`src/rtl/uart_pkg.sv`:
```
// Shared UART definitions: receiver FSM states and the baud-derived timing
// constants used by both the receiver and the transmitter.
package uart_pkg;

  typedef enum logic [2:0] {
    ST_IDLE,
    ST_START,
    ST_DATA,
    ST_STOP,
    ST_WAIT_HIGH
  } rx_state_e;

  // Clocks per bit period.
  function automatic int unsigned SymbolEdgeTime(int unsigned clock_freq,
                                                 int unsigned baud_rate);
    return clock_freq / baud_rate;
  endfunction

  // Clocks from the start edge to the centre of the start bit.
  function automatic int unsigned SampleTime(int unsigned clock_freq,
                                             int unsigned baud_rate);
    return SymbolEdgeTime(clock_freq, baud_rate) / 2;
  endfunction

  function automatic int unsigned CW(int unsigned clock_freq,
                                     int unsigned baud_rate);
    return $clog2(SymbolEdgeTime(clock_freq, baud_rate));
  endfunction

endpackage

```
`src/rtl/uart_receiver_if.sv`:
```
// Received-byte stream between the UART receiver and its consumer.
interface uart_receiver_if;
  logic [7:0] DataOut;
  logic       DataOutValid;
  logic       DataOutReady;

  modport master (output DataOut, output DataOutValid, input DataOutReady);
  modport slave  (input DataOut, input DataOutValid, output DataOutReady);
endinterface

```
`src/rtl/uart_sync2.sv`:
```
// Two-flop synchronizer for an asynchronous single-bit input.
module uart_sync2 #(
  parameter logic RESET_VAL = 1'b1
) (
  input  logic Clock,
  input  logic Reset_n,
  input  logic d_i,
  output logic q_o
);

  logic meta_q, sync_q;

  always_ff @(posedge Clock or negedge Reset_n) begin
    if (!Reset_n) begin
      meta_q <= RESET_VAL;
      sync_q <= RESET_VAL;
    end else begin
      meta_q <= d_i;
      sync_q <= meta_q;
    end
  end

  assign q_o = sync_q;

endmodule

```
`src/rtl/uart_receiver.sv`:
```
// 8N1 UART receiver: centre-samples the synchronized line, assembles bytes
// LSB first and hands them out on a valid/ready stream with error pulses.
module uart_receiver
  import uart_pkg::*;
#(
  parameter int unsigned ClockFreq = 100_000_000,
  parameter int unsigned BaudRate  = 115200
) (
  input  logic              Clock,
  input  logic              Reset_n,
  input  logic              SIn,
  uart_receiver_if.master   rx,
  output logic              FramingError,
  output logic              Overrun
);

  localparam int unsigned SymT = SymbolEdgeTime(ClockFreq, BaudRate);
  localparam int unsigned SmpT = SampleTime(ClockFreq, BaudRate);
  localparam int unsigned CntW = CW(ClockFreq, BaudRate);
  localparam logic [CntW-1:0] SymLast = CntW'(SymT - 1);
  localparam logic [CntW-1:0] SmpLast = CntW'(SmpT - 1);

  logic s_in;

  uart_sync2 #(.RESET_VAL(1'b1)) u_sync (
    .Clock   (Clock),
    .Reset_n (Reset_n),
    .d_i     (SIn),
    .q_o     (s_in)
  );

  rx_state_e       state_q, state_d;
  logic [CntW-1:0] cnt_q, cnt_d;
  logic [2:0]      bit_q, bit_d;
  logic [7:0]      shift_q, shift_d;
  logic [7:0]      data_q, data_d;
  logic            vld_q, vld_d;
  logic            fe_q, fe_d;
  logic            ov_q, ov_d;
  logic            deliver, stop_bad;

  always_ff @(posedge Clock or negedge Reset_n) begin
    if (!Reset_n) begin
      state_q <= ST_IDLE;
      cnt_q   <= '0;
      bit_q   <= '0;
      shift_q <= '0;
      data_q  <= '0;
      vld_q   <= 1'b0;
      fe_q    <= 1'b0;
      ov_q    <= 1'b0;
    end else begin
      state_q <= state_d;
      cnt_q   <= cnt_d;
      bit_q   <= bit_d;
      shift_q <= shift_d;
      data_q  <= data_d;
      vld_q   <= vld_d;
      fe_q    <= fe_d;
      ov_q    <= ov_d;
    end
  end

  always_comb begin
    state_d  = state_q;
    cnt_d    = cnt_q + 1'b1;
    bit_d    = bit_q;
    shift_d  = shift_q;
    deliver  = 1'b0;
    stop_bad = 1'b0;

    case (state_q)
      ST_IDLE: begin
        cnt_d = '0;
        if (!s_in) state_d = ST_START;
      end
      ST_START: begin
        // A start bit that is high again at its centre was a glitch.
        if (cnt_q == SmpLast) state_d = s_in ? ST_IDLE : ST_DATA;
      end
      ST_DATA: begin
        if (cnt_q == SymLast) begin
          shift_d = {s_in, shift_q[7:1]};
          bit_d   = bit_q + 3'd1;
          cnt_d   = '0;
          if (bit_q == 3'd7) state_d = ST_STOP;
        end
      end
      ST_STOP: begin
        if (cnt_q == SymLast) begin
          if (s_in) begin
            deliver = 1'b1;
            state_d = ST_IDLE;
          end else begin
            stop_bad = 1'b1;
            state_d  = ST_WAIT_HIGH;
          end
        end
      end
      ST_WAIT_HIGH: begin
        // Hold off until the line recovers so a break is not read as 0x00s.
        cnt_d = '0;
        if (s_in) state_d = ST_IDLE;
      end
      default: state_d = ST_IDLE;
    endcase

    if (state_d != state_q) cnt_d = '0;
  end

  always_comb begin
    data_d = data_q;
    vld_d  = vld_q;
    fe_d   = stop_bad;
    ov_d   = 1'b0;

    if (vld_q && rx.DataOutReady) vld_d = 1'b0;

    // A byte arriving on the same cycle the old one leaves still loads.
    if (deliver) begin
      if (!vld_q || rx.DataOutReady) begin
        data_d = shift_q;
        vld_d  = 1'b1;
      end else begin
        ov_d = 1'b1;
      end
    end
  end

  assign rx.DataOut      = data_q;
  assign rx.DataOutValid = vld_q;
  assign FramingError    = fe_q;
  assign Overrun         = ov_q;

endmodule

```
`src/flat_wrapper.sv`:
```
// flat-port wrapper written by rule: the top's interface ports become plain ports
module uart_receiver_flat import uart_pkg::*;
#(
  parameter int unsigned ClockFreq = 100_000_000,
  parameter int unsigned BaudRate  = 115200
)
  (Clock, Reset_n, SIn, FramingError, Overrun, rx_DataOut, rx_DataOutValid, rx_DataOutReady);
  uart_receiver_if rx_i ();
  input  logic Clock;
  input  logic Reset_n;
  input  logic SIn;
  output logic FramingError;
  output logic Overrun;
  output wire logic [$bits(rx_i.DataOut)-1:0] rx_DataOut;
  output wire logic [$bits(rx_i.DataOutValid)-1:0] rx_DataOutValid;
  input wire logic [$bits(rx_i.DataOutReady)-1:0] rx_DataOutReady;
  assign rx_DataOut = rx_i.DataOut;
  assign rx_DataOutValid = rx_i.DataOutValid;
  assign rx_i.DataOutReady = rx_DataOutReady;
  uart_receiver #(.ClockFreq(ClockFreq), .BaudRate(BaudRate)) u_core (.Clock(Clock), .Reset_n(Reset_n), .SIn(SIn), .rx(rx_i), .FramingError(FramingError), .Overrun(Overrun));
endmodule
```
`config.mk`:
```
export PLATFORM = sky130hd
export DESIGN_NAME = uart_receiver_flat
export DESIGN_NICKNAME = d
export VERILOG_FILES = /design/src/rtl/uart_pkg.sv /design/src/rtl/uart_receiver_if.sv /design/src/rtl/uart_sync2.sv /design/src/rtl/uart_receiver.sv /design/src/flat_wrapper.sv
export SDC_FILE = /design/constraint.sdc
export NUM_CORES = 1
export LEC_CHECK = 0
export ABC_AREA = 1
export BUFFER_PORTS_ARGS = -buffer_cell sky130_fd_sc_hd__buf_4
export CELL_PAD_IN_SITES_DETAIL_PLACEMENT = 1
export CELL_PAD_IN_SITES_GLOBAL_PLACEMENT = 2
export CORE_ASPECT_RATIO = 0.7
export CORE_MARGIN = 1.5
export CORE_UTILIZATION = 39
export CTS_CLUSTER_SIZE = 20
export DETAILED_ROUTE_END_ITERATION = 12
export GPL_TIMING_DRIVEN = 0
export PLACE_DENSITY = 0.91
export SKIP_CTS_REPAIR_TIMING = 1
export SYNTH_ARGS = -nofsm -noshare
export SYNTH_HDL_FRONTEND = slang
export SYNTH_HIERARCHICAL = 1
export SYNTH_SLANG_ARGS = --single-unit
```
`constraint.sdc`:
```
create_clock -name Clock -period 2.8 [get_ports Clock]
set_input_delay 0.42 -clock Clock [delete_from_list [all_inputs] [get_ports Clock]]
set_output_delay 0.42 -clock Clock [all_outputs]
set_load 0.05 [all_outputs]
```
* Word-level counts from Yosys, hierarchy flattened
Index checks and enable logic that the tools add are counted.
** Cells by class
- Add/subtract/negate cells :: 2
- Equality and inequality tests :: 8
- Muxes and demuxes :: 23
- Reduce and logical (&&, ||, !) cells :: 7
** Operators with widths (number)
- 2-to-1 mux 3 bit :: 7
- 2-to-1 mux 10 bit :: 2
- one-hot mux 10 bit (2 select lines) :: 1
- one-hot mux 3 bit (5 select lines) :: 1
- 2-to-1 mux 1 bit :: 11
- adder 10 x 1 -> 10 bit, second input constant :: 1
- equality test 10 bit, second input constant :: 1
- equality test 10 x 9 -> 1 bit, second input constant :: 1
- equality test 3 x 2 -> 1 bit, second input constant :: 2
- equality test 3 bit, second input constant :: 2
- AND reduction 2 bit :: 2
- adder 3 x 1 -> 3 bit, second input constant :: 1
- equality test 3 x 1 -> 1 bit, second input constant :: 1
- zero test 3 bit :: 1
- inequality test 3 bit :: 1
- 2-to-1 mux 2 bit :: 1
- OR reduction 2 bit :: 1
- logical AND 1 bit :: 1
- zero test 1 bit :: 1
- logical OR 1 bit :: 1
** Storage, ports and cells
- Flip-flop bits (word level) :: 37
- Input port bits :: 4
- Logic and storage cells :: 50

* Logic depth before layout (Yosys ltp)
Gate-level depths: netlist of run 1.
- Word-level depth :: 6
- Gate-level depth with buffers :: 11
- Depth with buffers taken out :: 11

* By module
The synthesis of run 1 kept the hierarchy.
** By module, submodules not included
- uart_receiver :: times used 1, cells each 188, area each 1717.9 sq um
- uart_sync2 :: times used 1, cells each 2, area each 52.6 sq um

* Worst setup path after synthesis of run 1
Ideal clock, no wire load.
- Path type :: register to register
- Start :: register u_core.cnt_q[0]
- End :: register u_core.bit_q[1]
- Library setup time :: 125 ps
- Data arrival time :: 1385 ps
- Setup slack :: 1290 ps
- Cell stages (with the launch flop) :: 9
- Path buffers :: 1
- Path through :: dfrtp_1 -> ha_1 -> inv_1 -> nor2_2 -> nand2_4 -> inv_2 -> nand2_2 -> buf_6 -> mux2_4
** Between the ends
- Cells in the longest elaborated chain, start to end :: 2
** RTL lines
- start: declaration :: RTL line uart_receiver.sv:33 : logic [CntW-1:0] cnt_q, cnt_d;
- start signal: assignment :: RTL line uart_receiver.sv:54 : cnt_q <= cnt_d;
- equality test 10 bit :: RTL line uart_receiver.sv:82 : if (cnt_q == SymLast) begin
- AND reduction 2 bit (no line)
- end signal: assignment :: RTL line uart_receiver.sv:55 : bit_q <= bit_d;
- end: declaration :: RTL line uart_receiver.sv:34 : logic [2:0] bit_q, bit_d;
Every way passes these cells.
A chain may end at the register's enable or synchronous reset.

* Worst setup path in the final report of run 1
- Start :: register u_core.cnt_q[0]
- End :: register u_core.data_q[6] (netlist: u_core/rx.DataOut[6])
** Between the ends
- Cells in the longest elaborated chain, start to end :: 4
** RTL lines
- equality test 10 bit :: RTL line uart_receiver.sv:90 : if (cnt_q == SymLast) begin
- 2-to-1 mux 1 bit :: RTL line uart_receiver.sv:90
- 2-to-1 mux 1 bit :: RTL line uart_receiver.sv:72 : case (state_q)
- AND reduction 2 bit (no line)
- end signal: assignment :: RTL line uart_receiver.sv:57 : data_q <= data_d;
- end: declaration :: RTL line uart_receiver.sv:36 : logic [7:0] data_q, data_d;
Every way passes these cells.

==> results of run 1 <==
registers in the layout (all words and copies together) (netlist names):
signal / count
u_core/FramingError: 1
u_core/u_sync/meta_q: 1
u_core/bit_q: 3
u_core/rx.DataOut: 8
u_core/cnt_q: 10
u_core/Overrun: 1
u_core/shift_q: 8
u_core/u_sync/q_o: 1
u_core/state_q: 3
u_core/rx.DataOutValid: 1
through the flow:
step / power, uW / worst slack [ns] / instances
3_3_place_gp: 563 / 1.15 / 259
5_1_grt: 950 / 0.964 / 267
2_1_floorplan: 549 / 1.29 / 190
4_1_cts: 923 / 1.05 / 267
3_5_place_dp: 564 / 1.06 / 259
6_report: 910 / 1.07 / 267
critical path, stage by stage (launching register included):
cell     delay (ns)
dfrtp_1        0.37
ha_1           0.24
inv_1          0.09
nor2_2         0.18
nand2_4        0.10
nor3_4         0.17
nand2_2        0.15
buf_6          0.19
nand2_1        0.08
o21ai_2        0.05
cell usage in the layout, fill, tap and decap left out, types with 5 or more instances in the layout:
cell / netlist / routed
buf_4: 0 / 14
clkbuf_8: 0 / 5
dfrtp_1: 35 / 35
inv_1: 23 / 23
nand2_1: 33 / 33
nand2_2: 5 / 5
nand3_1: 13 / 13
nor2_1: 17 / 17
o21ai_0: 12 / 12
o21ai_2: 7 / 7
area by class of cell:
cell class                 instances  area [um^2]
fill                             528         2330
sequential                        37          928
multi-input combinational        123          714
timing repair buffer              14          105
inverter                          27          101
clock buffer                       6         72.6
tap                               55         68.8
buffer                             3         26.3
clock inverter                     2         10.0
final timing paths:
check	from	endpoint	slack, ns	depth (start not counted)
hold reg to reg	u_core/u_sync/meta_q	u_core/u_sync/q_o	0.36	0
hold / removal	Reset_n	u_core/bit_q[1]	0.09	1
min in group Clock	SIn	u_core/u_sync/meta_q	0.24	1
setup reg to reg	u_core/cnt_q[0]	u_core/rx.DataOut[6]	1.07	9
max in group asynchronous	Reset_n	u_core/u_sync/meta_q	2.36	1
setup / recovery	u_core/cnt_q[0]	u_core/rx.DataOut[6]	1.07	9
layer usage:
layer / global-route usage [%] / vias up / share of wire (%)
met1: 21.7 / 629 / 48
met5: 0 / - / 0
met3: 4.18 / 0 / 2.2
met2: 28.6 / 12 / 50
met4: 4.92 / 0 / 0
li1: - / 646 / -
power groups by stage:
| stage | sequential (uW) | combinational, uW | clock, uW |
|---|---|---|---|
| CTS | 538 | 16.0 | 369 |
| global route | 538 | 17.3 | 395 |
| global placement | 548 | 15.6 | 0 |
| finish | 538 | 14.9 | 357 |
| floorplan | 548 | 1.49 | 0 |
| detailed placement | 548 | 16.1 | 0 |
cells by family after synthesis:
family | share of synthesized area, %
xor gates and xnor gates | 1.98
muxes | 1.70
adders and majority gates | 2.83
and+or+nand+nor | 25.5
AOI/OAI and AO/OA | 8.34
DFF | 52.4
buffers and inverters | 7.21
==> qor.yml, run 1 <==
drt_pass1_iterations: 4
wirelength_um: 3830
rsz0062_at_grt: "false"
dp_hpwl_um: 2800
p_switching_uw: 198
status: "finished clean"
tns_ns: 0
n_antenna_cell: 0
io_pins: 15
fin_crit_ns: 1.73
core_area_um2: 4350
grt_max_degree: 38
cts_buffer_depth: 2
syn_inst: 190
antenna_found_initial: 0
cts.htree.levels: 2
p_comb_share_pct: 1.6
syn-cell-area_um2: 1770
synth_seq_area_share_pct: 52.4
synth_fp_nets: 198
p_clk_share_pct: 39.3
hold_viol: 0
cap_violations: 0
ys_types: 29
yosysTopAreaCell: "dfrtp_1"
tightest_slew_ns: 0.466
globalplace.congestion: 0.729
drive_gt1_share_pct: 25.5
initialDrtViolationCount: 89
yosysMostFrequentCell: "dfrtp_1"
p_leak_uw: 0.000988
async_flop_share_pct: 100
cp-start-kind: "flop"
die_x_um: 83.5
p_int_uw: 712
slew_headroom_pct: 69.0
pwr_density_cell_nw_per_um2: 449
cts_root_buf: "clkbuf_8"
final_area_um2: 2030
synth-seq-cells: 37
synth_edf_count: 0
netlist.area_leader.share_pct: 49.5
clock_latency_ns: 0.28
grt.total_usage_pct: 16.7
io_buffers: 14
ys_warn_count: 6
p_seq_share_pct: 59.1
grt_pass1_wl_um: 6310
grt_pass1_vias: 1343
fmax_mhz: 579
ant_nets: 0
synth_common_cells: "35 x dfrtp_1, 33 x nand2_1, 23 x inv_1, 17 x nor2_1, 13 x nand3_1"
syn2layout_area_growth_pct: 14.5
dieArea_um2: 4960
drc_errors: 0
placementRows: 20
utilization_pct: 46.6
holdWs_ns: 0.0915
arrival_ns: 1.90
hold_class: "input port to asynchronous set/reset pin"
setup_viol: 0
dr_total_vias: 1287
cts_tree: "yes"
fp.dieH_um: 59.4
worstPathMaxFanout: 10
cts_sinks: 37
ir_drop_mv: 0.299
synth-main-ff-cell: "dfrtp_1"
numCtsBuffers: 5
crit_type: "flop to flop"
fin_crit_sh_pct: 61.7
gr-total-overflow: 0
synth_area_leaders: "dfrtp_1 49%, nand2_1 7.0%, inv_1 4.9%"
placed_area_um2: 1940
fin_worst_skew_ns: 0.00790
switching_share_pct: 21.7
end_kind: "flop"
start_util_pct: 40.7
cp.required_ns: 2.98
layout.nets: 219
clkTransAtPathRegs_ns: 0.08
slew_violations: 0
vias_per_cell: 4.82
syn_avg_cell_area_um2: 9.32
post_drt_wl_per_cell_um: 14.3
Note: power is estimated with default switching activity, not from simulation.
==> run 2, diff against run 1 <==
--- a/config.mk
+++ b/config.mk
@@ -11,11 +11,11 @@
 export CELL_PAD_IN_SITES_GLOBAL_PLACEMENT = 2
 export CORE_ASPECT_RATIO = 0.7
 export CORE_MARGIN = 1.5
-export CORE_UTILIZATION = 39
+export CORE_UTILIZATION = 37
 export CTS_CLUSTER_SIZE = 20
 export DETAILED_ROUTE_END_ITERATION = 12
 export GPL_TIMING_DRIVEN = 0
-export PLACE_DENSITY = 0.91
+export PLACE_DENSITY = 0.87
 export SKIP_CTS_REPAIR_TIMING = 1
 export SYNTH_ARGS = -nofsm -noshare
 export SYNTH_HDL_FRONTEND = slang
==> constraint.sdc (replaced) <==
create_clock -name Clock -period 1.7 [get_ports Clock]
set_input_delay 0.255 -clock Clock [delete_from_list [all_inputs] [get_ports Clock]]
set_output_delay 0.255 -clock Clock [all_outputs]
set_load 0.05 [all_outputs]
==> run 2 against run 1 <==
  * Utilization is 3.1 points higher
  * Power rose by 87%
  * Via count grew 6.6%
  * Sequential power is 65% higher
  * Clock power grew 120%
  * Non-clock buffer count grew 10
  * Die area increased by 5.2%
  * Worst hold slack got worse by 0.016 ns
  * Clock skew down 0.0025 ns
  * Critical path depth rose by 2
  * First-iteration DRC count down 27%
  * Critical endpoint is now u_core/cnt_q[7]
  * Largest cell class unchanged
==> qor.yml, run 2 (same netlist as run 1, synthesis figures left out) <==
io_pins: 15  # unchanged
cp-start-kind: "flop"  # unchanged
initialDrtViolationCount: 65  # was 89
critPathMaxStageDelay_ns: 0.35  # was 0.37 ns
final_common_cell: "dfrtp_1"  # unchanged
grt.total_usage_pct: 16.2  # was 16.7%
regArea_um2: 930  # was 928 um^2
start_util_pct: 39.5  # was 40.7%
cts_sinks: 37  # unchanged
post_drt_wl_per_cell_um: 14.9  # was 14.3 um
utilization_pct: 49.7  # was 46.6%
path_cells: "buf_4 > ha_4 > inv_2 > nor2_4 > nand2_4 > nand2_2 > nand3b_1 > nor2_2 > nor2_4 > nand2_2 > nor2_1"  # was ha_1 > inv_1 > nor2_2 > nand2_4 > nor3_4 > nand2_2 > buf_6 > nand2_1 > o21ai_2
dp_hpwl_um: 2750  # was 2800 um
crit_type: "flop to flop"  # unchanged
p_comb_share_pct: 1.6  # about the same
pwr_density_cell_nw_per_um2: 765  # was 449 nW/um^2
p_seq_share_pct: 52.0  # was 59.1%
cts_tree: "yes"  # unchanged
ir_drop_mv: 0.378  # was 0.299 mV
core_area_um2: 4480  # was 4350 um^2
io_buffers: 14  # unchanged
rsz0062_at_grt: "true"  # was false
r2r_end: "u_core/cnt_q[7]"  # was u_core/rx.DataOut[6]
setup_viol: 0  # unchanged
n_antenna_cell: 0  # unchanged
tns_ns: 0  # unchanged
min_to: "u_core/u_sync/meta_q"
dieArea_um2: 5220  # was 4960 um^2
top_register: "u_core/cnt_q"  # unchanged
slew_headroom_pct: 68.3  # was 69.0%
cts.htree.levels: 2  # unchanged
arrival_ns: 1.83  # was 1.90 ns
rr_startpoint: "u_core/cnt_q[1]"  # was u_core/cnt_q[0]
hold_viol: 0  # unchanged
globalplace.congestion: 0.795  # was 0.729
ant_nets: 0  # unchanged
placementRows: 20  # unchanged
path_buf_inv: 2  # unchanged
grt_pass1_vias: 1323  # was 1,343
dr_total_vias: 1372  # was 1,287
antenna_found_initial: 0  # unchanged
cp.required_ns: 1.88  # was 2.98 ns
numCtsBuffers: 5  # unchanged
worstRegToRegCells: 11  # was 9
slew_violations: 0  # unchanged
fmax_mhz: 604  # was 579 MHz
nFillCells: 520  # was 528
hold_start: "SIn"
fin_crit_sh_pct: 97.4  # was 61.7%
p_clk_share_pct: 46.4  # was 39.3%
clock_latency_ns: 0.29  # was 0.28 ns
wirelength_um: 4150  # was 3830 um
p_int_uw: 1370  # was 712 uW
vias_per_cell: 4.94  # was 4.82
fp.dieH_um: 60.9  # was 59.4 um
crit_family: "simple AND/OR/NAND/NOR gates"  # unchanged
p_switching_uw: 334  # was 198 uW
ff2ff_setup_slack_ns: 0.04  # was 1.07 ns
cap_violations: 0  # unchanged
clkTransAtPathRegs_ns: 0.07  # was 0.08 ns
layout.nets: 230  # was 219
largest_reg_flops: 10  # unchanged
fin_crit_ns: 1.66  # was 1.73 ns
multi_input_area_um2: 787  # was 714 um^2
drc_errors: 0  # unchanged
die_x_um: 85.7  # was 83.5 um
critPathSlowestCell: "dfrtp_1"  # unchanged
cts_root_buf: "clkbuf_8"  # unchanged
worstPathMaxFanout: 5  # was 10
cts_buffer_depth: 2  # unchanged
gr-total-overflow: 0  # unchanged
end_kind: "flop"  # unchanged
fin_worst_skew_ns: 0.00539  # was 0.00790 ns
grt_max_degree: 38  # unchanged
p_leak_uw: 0.00107  # was 0.000988 uW
hold_class: "input port to flop"  # was input port to asynchronous set/reset pin
syn2layout_area_growth_pct: 25.7  # was 14.5%
status: "finished clean"  # unchanged
hold_path_depth: 1
drive_gt1_share_pct: 36.8  # was 25.5%
switching_share_pct: 19.6  # was 21.7%
final_cell_mix: "34 x dfrtp_1, 30 x nand2_1, 23 x buf_4"  # was 35 x dfrtp_1, 33 x nand2_1, 23 x inv_1
drt_pass1_iterations: 4  # unchanged
tightest_slew_ns: 0.475  # was 0.466 ns
grt_pass1_wl_um: 6410  # was 6310 um
-- run 2: layer usage --
layer / track usage, % / vias to the layer above / wire length [um]
met5: 0 / - / 0
met3: 4.08 / 7 / 127
met4: 5.53 / 0 / 40
met2: 26.3 / 16 / 1910
met1: 21.7 / 680 / 2070
li1: - / 669 / -
-- run 2: power groups by stage --
stage               sequential (uW)  clock [uW]  combinational, uW
floorplan                       902           0               2.45
global placement                903           0               25.8
detailed placement              903           0               26.7
CTS                             885         811               26.7
global route                    886         842               31.6
finish                          886         791               26.8
-- run 2: layout make-up --
| type | count | area share, % |
|---|---|---|
| clock inverters | 1 | 1.35 |
| well taps | 55 | 3.09 |
| flip-flops and latches | 37 | 41.8 |
| repair buffers | 24 | 8.21 |
| inverters | 27 | 4.55 |
| plain buffers | 3 | 1.80 |
| multi-input cells | 124 | 35.4 |
| clock buffers | 7 | 3.88 |
-- run 2: how the worst max path moves through the flow --
| stage | cells after the start | slack, ns | end | from |
|---|---|---|---|---|
| 3_5_place_dp | 10 | -0.08 | u_core/cnt_q[7] | u_core/cnt_q[0] |
| 5_1_grt | 9 | -0.06 | u_core/cnt_q[1] | u_core/cnt_q[0] |
| 4_1_cts | 10 | -0.11 | u_core/cnt_q[5] | u_core/cnt_q[0] |
| 3_3_place_gp | 9 | 0.02 | u_core/rx.DataOut[6] | u_core/cnt_q[0] |
| 6_report | 11 | 0.04 | u_core/cnt_q[7] | u_core/cnt_q[1] |
| 2_1_floorplan | 8 | 0.19 | u_core/bit_q[1] | u_core/cnt_q[0] |
-- run 2: stage by stage --
step,hold WS [ns],instances,instance area [um^2],total power [uW],setup slack (ns)
after global placement,0.244,259,1940,928,0.0191
after CTS,-0.0668,267,2060,1720,-0.107
after floorplan,-0.0406,190,1770,905,0.190
after detailed placement,0.254,259,1940,930,-0.0753
after global routing,0.0627,278,2230,1760,-0.0620
final,0.0756,278,2230,1700,0.0445
